File: config.mk
export PLATFORM = sky130hd
export DESIGN_NAME = rtc_shadow_regfile
export DESIGN_NICKNAME = d
export VERILOG_FILES = /design/src/rtl/rtc_mem_pkg.sv /design/src/rtl/shadow_copy_fsm.sv /design/src/rtl/rtc_shadow_regfile.sv
export SDC_FILE = /design/constraint.sdc
export NUM_CORES = 1
export LEC_CHECK = 0
export CAP_MARGIN = 0
export CORE_AREA = 5 5 210 212
export CTS_CLUSTER_DIAMETER = 100
export DETAILED_ROUTE_END_ITERATION = 6
export DIE_AREA = 0 0 215 217
export SYNTH_ARGS = -nofsm -noshare
export SYNTH_HDL_FRONTEND = slang
export SYNTH_SLANG_ARGS = --single-unit
File: constraint.sdc
create_clock -name clk -period 2.15 [get_ports clk]
set_input_delay 0.43 -clock clk [delete_from_list [all_inputs] [get_ports clk]]
set_output_delay 0.43 -clock clk [all_outputs]
set_load 0.02 [all_outputs]
File: src/rtl/rtc_mem_pkg.sv
// Shared types and constants for the RTC shadow register file.
package rtc_mem_pkg;

  localparam int unsigned DEFAULT_DATA_W = 8;
  localparam int unsigned DEFAULT_DEPTH  = 16;

  // Word map of the default 16-word bank.
  localparam int unsigned IDX_SEC        = 0;
  localparam int unsigned IDX_MIN        = 1;
  localparam int unsigned IDX_HR         = 2;
  localparam int unsigned IDX_DAY        = 3;
  localparam int unsigned IDX_ALARM_SEC  = 4;
  localparam int unsigned IDX_ALARM_MIN  = 5;
  localparam int unsigned IDX_ALARM_HR   = 6;
  localparam int unsigned IDX_ALARM_DAY  = 7;
  localparam int unsigned IDX_CHRONO_SEC = 8;
  localparam int unsigned IDX_CHRONO_MIN = 9;
  localparam int unsigned IDX_CHRONO_HR  = 10;

  typedef enum logic [1:0] {
    IDLE = 2'd0,
    COPY = 2'd1,
    DONE = 2'd2
  } state_e;

  typedef enum logic {
    DIR_SNAP    = 1'b0,
    DIR_RESTORE = 1'b1
  } dir_e;

endpackage

File: src/rtl/shadow_copy_fsm.sv
// Bulk-copy sequencer: walks idx 0..DEPTH-1 once per command, one word per cycle.
module shadow_copy_fsm
  import rtc_mem_pkg::*;
#(
  parameter int unsigned DEPTH = DEFAULT_DEPTH,
  localparam int unsigned ADDR_W = $clog2(DEPTH)
) (
  input  logic              clk,
  input  logic              reset,
  input  logic              cmd_snap,
  input  logic              cmd_restore,
  output logic              busy,
  output logic              done,
  output logic              copy_en,
  output logic [ADDR_W-1:0] copy_idx,
  output dir_e              dir
);

  // One spare bit so DEPTH == 2**ADDR_W cannot alias on the final increment.
  localparam int unsigned IDX_W = ADDR_W + 1;
  localparam logic [IDX_W-1:0] LAST_IDX = IDX_W'(DEPTH - 1);

  state_e           state_q;
  logic [IDX_W-1:0] idx_q;

  assign copy_idx = idx_q[ADDR_W-1:0];

  // State, index, latched direction and registered status flags.
  always_ff @(posedge clk) begin
    if (reset) begin
      state_q <= IDLE;
      idx_q   <= '0;
      dir     <= DIR_SNAP;
      busy    <= 1'b0;
      done    <= 1'b0;
      copy_en <= 1'b0;
    end else begin
      unique case (state_q)
        IDLE: begin
          if (cmd_snap || cmd_restore) begin
            state_q <= COPY;
            idx_q   <= '0;
            // Snap takes priority when both commands arrive together.
            dir     <= cmd_snap ? DIR_SNAP : DIR_RESTORE;
            busy    <= 1'b1;
            copy_en <= 1'b1;
          end
        end
        COPY: begin
          idx_q <= idx_q + IDX_W'(1);
          if (idx_q == LAST_IDX) begin
            state_q <= DONE;
            done    <= 1'b1;
            copy_en <= 1'b0;
          end
        end
        DONE: begin
          state_q <= IDLE;
          busy    <= 1'b0;
          done    <= 1'b0;
        end
        default: begin
          state_q <= IDLE;
          busy    <= 1'b0;
          done    <= 1'b0;
          copy_en <= 1'b0;
        end
      endcase
    end
  end

endmodule

File: src/rtl/rtc_shadow_regfile.sv
// Two-bank register file: live bank written by control, snapshot bank for display/compare.
module rtc_shadow_regfile
  import rtc_mem_pkg::*;
#(
  parameter int unsigned DATA_W = DEFAULT_DATA_W,
  parameter int unsigned DEPTH  = DEFAULT_DEPTH,
  localparam int unsigned ADDR_W = $clog2(DEPTH)
) (
  input  logic              clk,
  input  logic              reset,
  input  logic              wr_en,
  input  logic [ADDR_W-1:0] wr_addr,
  input  logic [DATA_W-1:0] wr_data,
  output logic              wr_ready,
  output logic              wr_err,
  input  logic              cmd_snap,
  input  logic              cmd_restore,
  output logic              busy,
  output logic              done,
  input  logic [ADDR_W-1:0] rd_addr_a,
  output logic [DATA_W-1:0] rd_data_a,
  input  logic [ADDR_W-1:0] rd_addr_b,
  output logic [DATA_W-1:0] rd_data_b
);

  logic [DATA_W-1:0] live_q [DEPTH];
  logic [DATA_W-1:0] snap_q [DEPTH];

  logic              copy_en;
  logic [ADDR_W-1:0] copy_idx;
  dir_e              dir;

  logic wr_in_range, rd_a_in_range, rd_b_in_range, wr_accept;

  shadow_copy_fsm #(
    .DEPTH (DEPTH)
  ) u_copy_fsm (
    .clk         (clk),
    .reset       (reset),
    .cmd_snap    (cmd_snap),
    .cmd_restore (cmd_restore),
    .busy        (busy),
    .done        (done),
    .copy_en     (copy_en),
    .copy_idx    (copy_idx),
    .dir         (dir)
  );

  // Address range decode and write qualification.
  always_comb begin
    wr_ready      = ~busy;
    wr_in_range   = 32'(wr_addr) < DEPTH;
    rd_a_in_range = 32'(rd_addr_a) < DEPTH;
    rd_b_in_range = 32'(rd_addr_b) < DEPTH;
    wr_accept     = wr_en && wr_ready && wr_in_range;
  end

  // Bank storage: host writes only when idle, so they never collide with the copy engine.
  always_ff @(posedge clk) begin
    if (reset) begin
      for (int i = 0; i < DEPTH; i++) begin
        live_q[i] <= '0;
        snap_q[i] <= '0;
      end
    end else begin
      if (wr_accept) begin
        live_q[wr_addr] <= wr_data;
      end
      if (copy_en) begin
        if (dir == DIR_SNAP) begin
          snap_q[copy_idx] <= live_q[copy_idx];
        end else begin
          live_q[copy_idx] <= snap_q[copy_idx];
        end
      end
    end
  end

  // Registered read ports; old data is returned on a same-cycle write.
  always_ff @(posedge clk) begin
    if (reset) begin
      rd_data_a <= '0;
      rd_data_b <= '0;
    end else begin
      rd_data_a <= rd_a_in_range ? live_q[rd_addr_a] : '0;
      rd_data_b <= rd_b_in_range ? snap_q[rd_addr_b] : '0;
    end
  end

  // Sticky error for writes attempted during a copy.
  always_ff @(posedge clk) begin
    if (reset) begin
      wr_err <= 1'b0;
    end else if (wr_en && busy && wr_in_range) begin
      wr_err <= 1'b1;
    end
  end

endmodule
# Word level (Yosys, flattened, before mapping)
# Memory sizes are Yosys's and may differ from the RTL's. A register that Yosys moved wholly into a read port is not among the register bits.
# Index checks and enable logic that the tools add are counted.
dict set report totals {
  reg_bits 12
  mem_bits_rw 256
  input_bits 25
  out_inout_bits 20
  word_cells 71
  n_memories 2
}
dict set report classes {
  n_addsub 1
  n_eq_ne 5
  n_mux 38
  bitwise_logic 4
  n_reduce_logical 14
}
# name words word_bits read_ports rd_clocked_by_memory_dff wr line_no
set memory_table {}
lappend memory_table {live_q 16 8 2 2 16 rtc_shadow_regfile.sv:26} ;# logic [DATA_W-1:0] live_q [DEPTH];
lappend memory_table {snap_q 16 8 2 2 16 rtc_shadow_regfile.sv:27} ;# logic [DATA_W-1:0] snap_q [DEPTH];
# op count
set ops {}
lappend ops {{4-bit 2-to-1 mux} 7}
lappend ops {{8-bit 2-to-1 mux} 3}
lappend ops {{8-bit OR reduction} 3}
lappend ops {{1-bit 2-to-1 mux} 20}
lappend ops {{5-bit one-hot mux with 2 select lines} 1}
lappend ops {{2-bit AND reduction} 5}
lappend ops {{5-bit by 1-bit adder with 5-bit output, second input constant} 1}
lappend ops {{5-bit by 4-bit equality test with 1-bit output, second input constant} 1}
lappend ops {{5-bit 2-to-1 mux} 1}
lappend ops {{2-bit 2-to-1 mux} 2}
lappend ops {{2-bit by 1-bit inequality test with 1-bit output, second input constant} 2}
lappend ops {{1-bit inverter} 4}
lappend ops {{1-bit one-hot mux with 2 select lines} 2}
lappend ops {{2-bit one-hot mux with 2 select lines} 1}
lappend ops {{1-bit one-hot mux with 3 select lines} 1}
lappend ops {{3-bit AND reduction} 1}
lappend ops {{2-bit by 1-bit equality test with 1-bit output, second input constant} 1}
lappend ops {{2-bit equality test, second input constant} 1}
lappend ops {{1-bit logical AND} 2}
lappend ops {{2-bit logical NOT} 1}
lappend ops {{2-bit nonzero test} 1}
lappend ops {{1-bit logical OR} 1}

# Logic depth before layout (Yosys ltp)
# Gate-level depths: netlist of the first run.
dict set report logic_depth {
  depth_word 7
  depth_mapped 10
  mapped_depth_nobuf 7
}

# By module
# From an unflattened synthesis of the first run, not the netlist that was laid out.
dict set report hier_totals {
  hier_cells 1016
  hier_area_um2 15352.2
}
# mod n_inst cells_per_inst area_each_um2 seq_area_each_um2
set by_module_without_submodules {}
lappend by_module_without_submodules {rtc_shadow_regfile 1 958 14838.0 8027.7}
lappend by_module_without_submodules {shadow_copy_fsm 1 58 514.2 220.2}

# Worst setup path before layout of the first run
# No wires, ideal clock.
dict set report synth_path {
  path_type {input-to-reg}
  startpoint {input port reset}
  endpoint {memory live_q[4][0] (netlist name), enable pin}
  setup_time_ns 0.329
  arrival_time_ns 1.833
  required_time_ns 1.821
  slack_ns -0.012
  cell_stages 6
  path_buffers 2
  path_cell_list {buf_2 > or3b_2 > nor3_4 > buf_2 > a21oi_1 > nand2_1}
}
# element line_no
set synth_lines {}
lappend synth_lines {{from (decl)} rtc_shadow_regfile.sv:10} ;# input logic reset,
lappend synth_lines {{to (decl)} rtc_shadow_regfile.sv:26}

==> key figures, run 1 <==
STA
  – Setup repair after global routing missed its margin: yes
  – Peak clock frequency supported by timing: 0.472 GHz
  – Sum Neg Setup Slack: 0 ns
  – # setup viols final: 0
  – Slew @ Worst Pin: 1.07 ns
  – Tcrit/Tclk final: 98.5%
  – Hold Violations, Final: 0
  – Time the worst path needs with I/O delays and setup: 2.12 ns
  – Worst max-slew margin expressed relative to the limit: 28.3%
  – Worst Skew: 0.0167 ns
  – Count of pins over their slew limit: 0

Drt
  – Average wire length per cell after detail routing: 27.0 um
  – Remaining DRCs: 0
  – Routed Antenna Nets: 0
  – Routed vias: 12900
  – Initial detailed-routing violation count: 1481
  – Post-detailed-routing wire length: 53800 um
  – Number of search-and-repair iterations in the first detailed-routing pass: 6
  – Avg Vias per Cell: 6.47

Finish
  – Number of diodes: 0
  – Nets: 1455
  – Most frequent standard cell in the layout excluding fill and tap cells: sky130_fd_sc_hd__edfxtp_1
  – Post-layout instance area: 20100 um^2
  – Area growth, synth to finish: 21.7%
  – Final std cells w/o fill: 1991
  – Share of final-layout standard cells stronger than drive strength 1: 29.1%
  – Most frequent cells in the layout: sky130_fd_sc_hd__edfxtp_1 (256), sky130_fd_sc_hd__o22ai_1 (161), sky130_fd_sc_hd__o21ai_0 (129)

Synthesis
  – EDFF count, synth: 256
  – Primary FF master, synth: sky130_fd_sc_hd__edfxtp_1
  – Post-synthesis cell count: 1321
  – Number of distinct library cells after synthesis: 58
  – Net count after synthesis: 1350
  – Fraction of synthesized cell area taken by the top area cell type: 46.4%
  – Cell taking the most area after synthesis: sky130_fd_sc_hd__edfxtp_1
  – Largest cells by area after synthesis: sky130_fd_sc_hd__edfxtp_1 (46%), sky130_fd_sc_hd__mux4_2 (12%), sky130_fd_sc_hd__o22ai_1 (6.2%)
  – Seq cells post-synth: 288
  – Post-synthesis sequential area ratio: 50.3%
  – Yosys synthesis warning count: 0
  – Synthesized cell area: 16600 um^2
  – Mean area per synthesized cell: 12.5 um^2
  – FFs w/ async S/R, synth: 0%

Worst setup path
  – Most frequent cell on the critical path: sky130_fd_sc_hd__buf_12
  – Cell with the biggest individual delay on the critical path: sky130_fd_sc_hd__dfxtp_4
  – Critical path, cell by cell: buf_12, buf_12, mux2i_4, o22ai_2, nor3_4, buf_4, o211a_4, o22ai_1
  – Required time at the endpoint of the critical path: 2.41 ns
  – Reg-to-reg endpoint: live_q[5][7]$_DFFE_PP_
  – Critical path's top delay family: compound AO/OA/AOI/OAI gates
  – Buffers plus inverters on the worst setup path: 3
  – Worst reg-to-reg setup slack: 0.03 ns
  – Worst Setup Start Kind: flip-flop
  – Arrival @ worst endpoint: 2.38 ns
  – Number of cells on the worst reg-to-reg path: 8
  – Critical path endpoint category: flip-flop
  – Maximum cell stage delay along the critical path: 0.45 ns
  – Critical setup path kind: reg -> reg
  – Maximum fanout count along the critical path: 13

Clock tree
  – Sinks on Clock Net: 288
  – CTS H-tree lvls: 2
  – Clock-pin slew on the worst setup and hold paths: 0.06 ns
  – Clock latency reported for the late side of the worst-skew pair: 0.52 ns
  – TritonCTS clock tree: built
  – Number of buffers created by CTS: 35
  – Buffers from clock root to sink, at most: 3
  – # hold bufs at CTS: 0
  – Clock tree root buffer cell: sky130_fd_sc_hd__clkbuf_16

Pwr
  – Total power of the final layout: 14300 uW
  – Highest ir drop seen on vdd: 492 uV
  – Static power due to leakage: 0.00685 uW
  – PD cells: 708 nW/um^2

Global route
  – Initial antenna violation count: 1
  – Remaining global-route overflow: 0
  – Overall routing resource usage: 22.6%
  – Wire length of the first global-routing pass: 81200 um
  – Maximum number of pins on one net before global-route repair: 34
  – Vias in the first global route: 12800

Die
  – Area inside the core boundary: 41800 um^2
  – Horizontal die dimension: 215 um
  – Ports: 45
  – Std cell rows: 75
  – Area of the die: 46700 um^2
  – Starting density of the core: 39.7%
  – Die Ht: 217 um

Min path
  – Class of the tightest hold or removal check: in -> reg
  – Hold wc startpoint: reset
  – Count of cells along the worst hold path: 3
  – Hold Path End: u_copy_fsm.idx_q[4]$_SDFFE_PP0P_

Placement
  – HPWL after detailed placement: 38900 um
  – Cell area after placement: 18900 um^2
  – Count of input and output buffers: 44
  – RePlAce Congestion: 0.906
  – Placed cells: 1917

Run
  – Maximum capacitance violations: 0

Status
  – Result of the run: finished, final reports clean
==> cell type report <==
cell class,count,area [um^2]
Tap cell,539,674
Sequential cell,288,8340
Multi-Input combinational cell,870,7460
Inverter,5,18.8
Fill cell,3617,21600
Clock inverter,15,104
Timing Repair Buffer,226,2560
Clock buffer,48,998
==> cell usage after synthesis, types with 4 or more instances <==
master / instances
sky130_fd_sc_hd__clkbuf_1: 81
sky130_fd_sc_hd__edfxtp_1: 256
sky130_fd_sc_hd__buf_4: 11
sky130_fd_sc_hd__a21oi_1: 17
sky130_fd_sc_hd__inv_1: 5
sky130_fd_sc_hd__dfxtp_1: 32
sky130_fd_sc_hd__a21o_1: 7
sky130_fd_sc_hd__mux2i_4: 14
sky130_fd_sc_hd__or2_2: 14
sky130_fd_sc_hd__mux2i_1: 32
sky130_fd_sc_hd__nand3_1: 43
sky130_fd_sc_hd__buf_1: 13
sky130_fd_sc_hd__and3_1: 7
sky130_fd_sc_hd__a22oi_1: 8
sky130_fd_sc_hd__nand2_1: 67
sky130_fd_sc_hd__nor3_1: 7
sky130_fd_sc_hd__clkbuf_2: 7
sky130_fd_sc_hd__nor2b_1: 18
sky130_fd_sc_hd__ha_1: 4
sky130_fd_sc_hd__o32a_2: 6
sky130_fd_sc_hd__buf_2: 29
sky130_fd_sc_hd__o21ai_0: 129
sky130_fd_sc_hd__mux4_2: 88
sky130_fd_sc_hd__nand2b_1: 8
sky130_fd_sc_hd__a211oi_1: 11
sky130_fd_sc_hd__mux2_2: 32
sky130_fd_sc_hd__mux4_1: 15
sky130_fd_sc_hd__buf_6: 14
sky130_fd_sc_hd__or3_1: 14
sky130_fd_sc_hd__nor2_1: 34
sky130_fd_sc_hd__a31oi_1: 5
sky130_fd_sc_hd__nand4_1: 94
sky130_fd_sc_hd__o22ai_1: 163
==> power by group <==
part	leakage [uW]	switching (uW)	internal, uW
sequential	0.00291	180	6310
clock	0.000545	2330	3380
combinational	0.00339	1120	952
total	0.00685	3630	10600
==> stage by stage <==
stage	setup WS (ns)	hold slack, ns	util, %
after floorplan	0.00626	0.493	-
after global placement	-0.292	0.466	45.2
after detailed placement	-0.309	0.462	45.2
after CTS	-0.00861	0.397	48.0
after global routing	-0.0412	0.427	48.3
final	0.0332	0.392	48.3
==> timing repair <==
| action | in CTS | in global routing |
|---|---|---|
| pin swaps | 2 | 2 |
| gates resized for setup | 4 | 8 |
| endpoints found under the setup margin | 25 | 178 |
| buffers inserted | 3 | 6 |
| cloned | 2 | 0 |
| hold endpoints to repair | 0 | 0 |
==> worst min-delay path, delay by kind of cell <==
kind	cells	cell delay, ns
buffers and inverters	2	0.34
AND/OR/NAND/NOR	1	0.09
==> sequential cells by signal (all words and copies together), names as in the netlist, named ones only <==
name / flops
u_copy_fsm.idx_q: 5
u_copy_fsm.busy: 1
live_q: 128
u_copy_fsm.copy_en: 1
snap_q: 128
u_copy_fsm.state_q: 2
u_copy_fsm.dir: 1
wr_err: 1
u_copy_fsm.done: 1
rd_data_b: 8
rd_data_a: 8
==> logic make-up after synthesis <==
group                    Yosys count  synth area share, %
AO/OA/AOI/OAI                    359                 13.1
AND/OR/NAND/NOR                  323                 10.5
flip-flops                       288                 50.3
multiplexers                     183                 20.5
buffers and inverters            164                 5.24
adder cells (fa/ha/maj)            4                0.302
==> worst max-delay path by stage <==
stage | end | slack (ns) | depth (start not counted) | from
final | live_q[5][7]$_DFFE_PP_ | 0.03 | 8 | flip-flop
after detailed placement | live_q[0][0]$_DFFE_PP_ | -0.31 | 6 | wr_en
after global routing | live_q[2][7]$_DFFE_PP_ | -0.04 | 8 | flip-flop
after floorplan | live_q[10][0]$_DFFE_PP_ | 0.006 | 6 | reset
after global placement | live_q[2][7]$_DFFE_PP_ | -0.29 | 7 | wr_en
after CTS | snap_q[14][1]$_SDFFCE_PN0P_ | -0.009 | 5 | flip-flop
==> routing by layer <==
layer / global-route usage, % / vias up / share of wire [%]
met2: 38.5 / 777 / 49
met4: 9.11 / 0 / 4.3
met1: 29.1 / 6349 / 38
met3: 3.64 / 146 / 8.9
li1: - / 5607 / -
met5: 0 / - / 0
(Power assumes the default switching activity.)
==> inputs of run 2 (changes only) <==
CTS_CLUSTER_DIAMETER = 30   (was 100)
==> key figures, run 2 (synthesis gave the netlist of run 1 again) <==
Placement
  – HPWL after detailed placement: 38900 um (unchanged)
  – RePlAce Congestion: 0.906 (unchanged)
  – Cell area after placement: 18900 um^2 (unchanged)
  – Count of input and output buffers: 44 (unchanged)

STA
  – Peak clock frequency supported by timing: 0.468 GHz (-1.0%)
  – # setup viols final: 0 (unchanged)
  – Tcrit/Tclk final: 99.5% (+1.0 points)
  – Hold Violations, Final: 0 (unchanged)
  – Worst max-slew margin expressed relative to the limit: 28.8% (+0.50 points)
  – Time the worst path needs with I/O delays and setup: 2.14 ns (+0.0219 ns)
  – Count of pins over their slew limit: 0 (unchanged)
  – Worst Skew: 0.0210 ns (+0.00428 ns)
  – Setup repair after global routing missed its margin: yes
  – Slew @ Worst Pin: 1.07 ns (-0.00754 ns)

Global route
  – Initial antenna violation count: 0 (-1)
  – Wire length of the first global-routing pass: 83300 um (+2.6%)
  – Maximum number of pins on one net before global-route repair: 34 (unchanged)
  – Vias in the first global route: 13200 (+3.4%)
  – Remaining global-route overflow: 0 (unchanged)
  – Overall routing resource usage: 23.3% (+0.65 points)

Die
  – Starting density of the core: 39.7% (unchanged)
  – Ports: 45 (unchanged)
  – Std cell rows: 75 (unchanged)
  – Area inside the core boundary: 41800 um^2 (unchanged)
  – Area of the die: 46700 um^2 (unchanged)
  – Die Ht: 217 um (unchanged)
  – Horizontal die dimension: 215 um (unchanged)

Drt
  – Initial detailed-routing violation count: 1535 (+3.6%)
  – Routed Antenna Nets: 0 (unchanged)
  – Routed vias: 13300 (+3.1%)
  – Average wire length per cell after detail routing: 27.1 um (+0.38%)
  – Remaining DRCs: 0 (unchanged)
  – Avg Vias per Cell: 6.45 (-0.30%)
  – Number of search-and-repair iterations in the first detailed-routing pass: 6 (unchanged)
  – Post-detailed-routing wire length: 55900 um (+3.8%)

Clock tree
  – CTS H-tree lvls: 3 (+1)
  – Clock latency reported for the late side of the worst-skew pair: 0.57 ns (+0.05 ns)
  – Buffers from clock root to sink, at most: 3 (unchanged)
  – # hold bufs at CTS: 0 (unchanged)
  – Number of buffers created by CTS: 72 (+110%)
  – Clock tree root buffer cell: sky130_fd_sc_hd__clkbuf_16
  – Sinks on Clock Net: 288 (unchanged)
  – TritonCTS clock tree: built
  – Clock-pin slew on the worst setup and hold paths: 0.04 ns (-0.02 ns)

Min path
  – Count of cells along the worst hold path: 3 (unchanged)
  – Hold wc startpoint: reset
  – Hold Path End: u_copy_fsm.idx_q[4]$_SDFFE_PP0P_
  – Class of the tightest hold or removal check: in -> reg

Pwr
  – PD cells: 929 nW/um^2 (+31%)
  – Highest ir drop seen on vdd: 593 uV (+21%)
  – Static power due to leakage: 0.00758 uW (+11%)

Finish
  – Most frequent standard cell in the layout excluding fill and tap cells: sky130_fd_sc_hd__edfxtp_1
  – Largest registers in the final layout: live_q: 128 flops, snap_q: 128 flops
  – Share of final-layout standard cells stronger than drive strength 1: 32.8% (+3.6 points)
  – Final Util: 51.9% (+3.7 points)
  – Number of diodes: 0 (unchanged)
  – Area growth, synth to finish: 31.0%
  – Post-layout instance area: 21700 um^2 (+7.6%)
  – Most frequent cells in the layout: sky130_fd_sc_hd__edfxtp_1 (256), sky130_fd_sc_hd__o22ai_1 (159), sky130_fd_sc_hd__o21ai_0 (126)
  – Nets: 1493 (+2.6%)

Worst setup path
  – Critical setup path kind: reg -> reg
  – Required time at the endpoint of the critical path: 2.44 ns (+0.03 ns)
  – Worst Setup Start Kind: flip-flop
  – Number of cells on the worst reg-to-reg path: 7 (-1)
  – Worst reg-to-reg setup slack: 0.01 ns (-0.02 ns)
  – Arrival @ worst endpoint: 2.43 ns (+0.05 ns)
  – Reg-to-reg endpoint: live_q[4][7]$_DFFE_PP_
  – Critical path endpoint category: flip-flop
  – Maximum fanout count along the critical path: 13 (unchanged)

Status
  – Result of the run: finished, final reports clean

Run
  – Maximum capacitance violations: 0 (unchanged)
## run 2: area by class of cell
cell class / count / area [um^2]
clock buffers: 81 / 1930
flip-flops and latches: 288 / 8340
repair buffers: 227 / 2590
multi-input cells: 870 / 7480
well taps: 539 / 674
inverters: 5 / 18.8
clock inverters: 49 / 654
fillers: 3445 / 20100
## run 2: power breakdown
group | switching [uW] | internal (uW) | total, uW
Clock | 3300 | 8200 | 11500
Combinational | 1160 | 968 | 2130
Sequential | 182 | 6340 | 6520
Total | 4650 | 15500 | 20200
## run 2: routing by layer
layer | track usage (%) | up-vias | routed length, um
met4 | 10.6 | 0 | 2650
met5 | 0 | - | 0
met1 | 28.9 | 6563 | 20500
met2 | 39.1 | 835 | 27400
li1 | - | 5710 | -
met3 | 5.21 | 171 | 5350
## run 2: through the flow
stage | hold slack, ns | total power [uW] | setup WS (ns) | TNS [ns] | std cells
after global placement | 0.466 | 8590 | -0.292 | -29.15 | 1917
after floorplan | 0.493 | 7590 | 0.00626 | 0 | 1321
final | 0.363 | 20200 | 0.0113 | 0 | 2059
after detailed placement | 0.462 | 8620 | -0.309 | -33.99 | 1917
after CTS | 0.348 | 20100 | -0.000545 | -0.000545 | 2052
after global routing | 0.388 | 20700 | -0.0103 | -0.0574 | 2059
## run 2: worst max path at each step
stage / to / slack (ns) / from
3_3_place_gp: live_q[2][7]$_DFFE_PP_ / -0.29 / wr_en
6_report: live_q[4][7]$_DFFE_PP_ / 0.01 / flip-flop
4_1_cts: live_q[4][1]$_DFFE_PP_ / -0.0005 / flip-flop
3_5_place_dp: live_q[0][0]$_DFFE_PP_ / -0.31 / wr_en
2_1_floorplan: live_q[10][0]$_DFFE_PP_ / 0.006 / reset
5_1_grt: live_q[4][1]$_DFFE_PP_ / -0.01 / flip-flop
## run 2: timing repair
item	in CTS	in global routing
resized for setup	4	20
pin swaps	2	4
gates cloned	1	2
endpoints found under the setup margin	23	79
setup buffers	4	5
## run 2: critical path, cell delays in order, from the launching register on
cell and delay [ns]:
sky130_fd_sc_hd__dfxtp_4 0.40, sky130_fd_sc_hd__buf_12 0.16, sky130_fd_sc_hd__buf_12 0.15, sky130_fd_sc_hd__mux2i_4 0.23
sky130_fd_sc_hd__o22ai_2 0.11, sky130_fd_sc_hd__nor3_4 0.35, sky130_fd_sc_hd__o211a_4 0.34, sky130_fd_sc_hd__o22ai_1 0.12
==> inputs of run 3 (changes only) <==
CORE_AREA = 5 5 202 204   (was 5 5 210 212)
CTS_CLUSTER_DIAMETER = not set   (was 30)
DIE_AREA = 0 0 207 209   (was 0 0 215 217)
SYNTH_HIERARCHICAL = 1   (was not set)
clock period = 1.7 ns   (was 2.15 ns; I/O delays follow)
==> key figures, run 3 <==
Drt
  – Remaining DRCs: 0 (unchanged)
  – Average wire length per cell after detail routing: 26.2 um (-3.4%)
  – Routed vias: 10400 (-22%)
  – Routed Antenna Nets: 0 (unchanged)
  – Number of search-and-repair iterations in the first detailed-routing pass: 5 (-1)
  – Avg Vias per Cell: 5.97 (-7.4%)
  – Post-detailed-routing wire length: 45700 um (-18%)
  – Initial detailed-routing violation count: 1003 (-35%)

Synthesis
  – FFs w/ async S/R, synth: 0% (unchanged)
  – Number of distinct library cells after synthesis: 50 (-14%)
  – Top cells by instance count after synthesis: sky130_fd_sc_hd__edfxtp_1 (256), sky130_fd_sc_hd__a22o_1 (128), sky130_fd_sc_hd__mux4_2 (106), sky130_fd_sc_hd__mux2i_1 (63), sky130_fd_sc_hd__and2_1 (57)
  – EDFF count, synth: 256 (unchanged)
  – Mean area per synthesized cell: 15.1 um^2 (+21%)
  – Fraction of synthesized cell area taken by the top area cell type: 50.1% (+3.6 points)
  – Yosys synthesis warning count: 6 (+6)
  – Cell taking the most area after synthesis: sky130_fd_sc_hd__edfxtp_1
  – Primary FF master, synth: sky130_fd_sc_hd__edfxtp_1
  – Post-synthesis cell count: 1016 (-23%)
  – Synthesized cell area: 15400 um^2 (-7.3%)
  – Largest cells by area after synthesis: sky130_fd_sc_hd__edfxtp_1 (50%), sky130_fd_sc_hd__mux4_2 (16%), sky130_fd_sc_hd__a22o_1 (7.3%)
  – Most frequently used cell type in the post-synthesis netlist: sky130_fd_sc_hd__edfxtp_1
  – Net count after synthesis: 1043 (-23%)
  – Post-synthesis sequential area ratio: 53.7% (+3.4 points)
  – Seq cells post-synth: 284 (-1.4%)

STA
  – Count of pins over their slew limit: 0 (unchanged)
  – Worst max-slew margin expressed relative to the limit: 62.2% (+33 points)
  – Sum Neg Setup Slack: -38.90 ns (-38.90 ns)
  – Worst Skew: 0.0220 ns (+0.000970 ns)
  – Hold Violations, Final: 0 (unchanged)
  – Time the worst path needs with I/O delays and setup: 1.88 ns (-0.260 ns)
  – Setup repair after global routing missed its margin: yes
  – Peak clock frequency supported by timing: 0.532 GHz (+14%)
  – Final critical-path setup slack: -0.178 ns (-0.190 ns)
  – # setup viols final: 396 (+396)
  – Slew @ Worst Pin: 0.563 ns (-0.504 ns)
  – Tcrit/Tclk final: 110% (+11 points)

Finish
  – Number of diodes: 0 (unchanged)
  – Nets: 1219 (-18%)
  – Area of combinational cells with multiple inputs: 7100 um^2 (-5.1%)
  – Largest registers in the final layout: live_q: 128 flops, snap_q: 128 flops
  – Filler cells: 3362 (-2.4%)
  – Post-layout instance area: 19500 um^2 (-10%)
  – Final Util: 49.9% (-2.1 points)
  – Area growth, synth to finish: 26.9%
  – Register cell area after layout: 8260 um^2 (-0.99%)
  – Final std cells w/o fill: 1741 (-15%)
  – Most frequent cells in the layout: sky130_fd_sc_hd__edfxtp_1 (256), sky130_fd_sc_hd__a22o_1 (128), sky130_fd_sc_hd__buf_4 (118)
  – Share of final-layout standard cells stronger than drive strength 1: 40.9% (+8.1 points)
  – Most frequent standard cell in the layout excluding fill and tap cells: sky130_fd_sc_hd__edfxtp_1

Placement
  – HPWL after detailed placement: 34700 um (-11%)
  – Cell area after placement: 17800 um^2 (-5.8%)
  – RePlAce Congestion: 0.884 (-2.5%)
  – Worst setup slack before clock tree synthesis: -0.499 ns (-0.190 ns)
  – Count of input and output buffers: 44 (unchanged)
  – Placed cells: 1663 (-13%)

Global route
  – Wire length of the first global-routing pass: 68900 um (-17%)
  – Maximum number of pins on one net before global-route repair: 24 (-29%)
  – Global routing met2 resource utilization: 32.6% (-6.5 points)
  – Top Usage Layer GRT: met2
  – Global Route met3 Usage: 4.16% (-1.1 points)
  – Initial antenna violation count: 0 (unchanged)
  – Met1 track demand over resource in global routing: 29.8% (+0.95 points)
  – Vias in the first global route: 10600 (-20%)
  – Overall routing resource usage: 20.9% (-2.4 points)
  – Remaining global-route overflow: 0 (unchanged)

Die
  – Area inside the core boundary: 39100 um^2 (-6.4%)
  – Starting density of the core: 39.3% (-0.38 points)
  – Std cell rows: 73 (-2.7%)
  – Die Ht: 209 um (-3.7%)
  – Ports: 45 (unchanged)
  – Area of the die: 43300 um^2 (-7.3%)
  – Horizontal die dimension: 207 um (-3.7%)

Worst setup path
  – Worst Setup Start Kind: flip-flop
  – Number of cells on the worst reg-to-reg path: 4 (-3)
  – Required time at the endpoint of the critical path: 1.95 ns (-0.49 ns)
  – Critical path endpoint category: flip-flop
  – Maximum fanout count along the critical path: 8 (-5)
  – Critical setup path kind: reg -> reg
  – Arrival @ worst endpoint: 2.13 ns (-0.30 ns)

Clock tree
  – Buffers from clock root to sink, at most: 3 (unchanged)
  – Clock tree root buffer cell: sky130_fd_sc_hd__clkbuf_16
  – CTS H-tree lvls: 2 (-1)
  – # hold bufs at CTS: 0 (unchanged)
  – Clock latency reported for the late side of the worst-skew pair: 0.52 ns (-0.05 ns)
  – TritonCTS clock tree: built
  – Sinks on Clock Net: 284 (-1.4%)
  – Number of buffers created by CTS: 34 (-53%)
  – Clock-pin slew on the worst setup and hold paths: 0.06 ns (+0.02 ns)

Min path
  – Count of cells along the worst hold path: 3 (unchanged)
  – Class of the tightest hold or removal check: in -> reg

Run
  – Maximum capacitance violations: 0 (unchanged)

Pwr
  – PD cells: 891 nW/um^2 (-4.1%)
  – Highest ir drop seen on vdd: 671 uV (+13%)
  – Static power due to leakage: 0.00726 uW (-4.3%)

Status
  – Violations in the final reports: setup timing
  – Result of the run: finished with violations
## run 3: cell count changes in the layout (fill, tap and decap cells not counted), sizes merged, moves of 32 or more
cell and delta:
a22o +128, and3 +42, nand2 -55, o21ai -106, and2 +53, nand4 -94
clkbuf -40, mux2 -32, nand3 -34, o22ai -154
## run 3: final timing paths
kind / start / endpoint / slack [ns]
max reg2reg: u_copy_fsm/idx_q[0]$_SDFFE_PP0P_ / live_q[6][4]$_DFFE_PP_ / -0.18
max: u_copy_fsm/idx_q[0]$_SDFFE_PP0P_ / live_q[6][4]$_DFFE_PP_ / -0.18
min reg2reg: wr_err$_SDFFE_PP0P_ / wr_err$_SDFFE_PP0P_ / 0.48
min: reset / u_copy_fsm/idx_q[0]$_SDFFE_PP0P_ / 0.29
## run 3: cells by family after synthesis
logic type	synth area share, %
flops	53.7
simple gates	12.8
compound gates	10.5
fa+ha+maj	0.163
buf+inv	3.11
mux	19.7
## run 3: final cells by class
cell class / instances / share of cell area, %
clock inverter: 19 / 0.937
tap: 525 / 3.37
inverter: 2 / 0.0385
multi-input combinational: 645 / 36.4
sequential: 284 / 42.4
timing repair buffer: 225 / 12.2
clock buffer: 41 / 4.66
## run 3: worst max-delay path, cell delays in order (launching register included)
cell                      delay, ns
sky130_fd_sc_hd__dfxtp_4       0.43
sky130_fd_sc_hd__buf_12        0.16
sky130_fd_sc_hd__buf_12        0.14
sky130_fd_sc_hd__mux4_2        0.62
sky130_fd_sc_hd__a22o_1        0.25
## run 3: layer usage
metal	routed length (um)	part of all wire, %	vias up
li1	-	-	4514
met1	19700	43	5352
met2	21200	46	460
met3	3510	7.7	70
met4	1280	2.8	0
met5	0	0	-
## run 3: report_power, final
group          total (uW)  internal [uW]  switching, uW
clock                7180           4280           2910
combinational        2100            972           1130
sequential           8080           7880            202
total               17400          13100           4240
## run 3: repair_timing
action | CTS | global route
pin swaps | 74 | 21
setup endpoints to repair | 492 | 473
gates resized for setup | 72 | 67
cloned | 3 | 1
endpoints found under the hold margin | 0 | 0
setup buffers | 16 | 4
## run 3: per-stage QoR
| stage | hold slack, ns | total power, uW |
|---|---|---|
| 6_report | 0.293 | 17400 |
| 5_1_grt | 0.309 | 17900 |
| 4_1_cts | 0.270 | 17400 |
| 3_5_place_dp | 0.474 | 10300 |
| 3_3_place_gp | 0.459 | 10200 |
| 2_1_floorplan | 0.432 | 9330 |
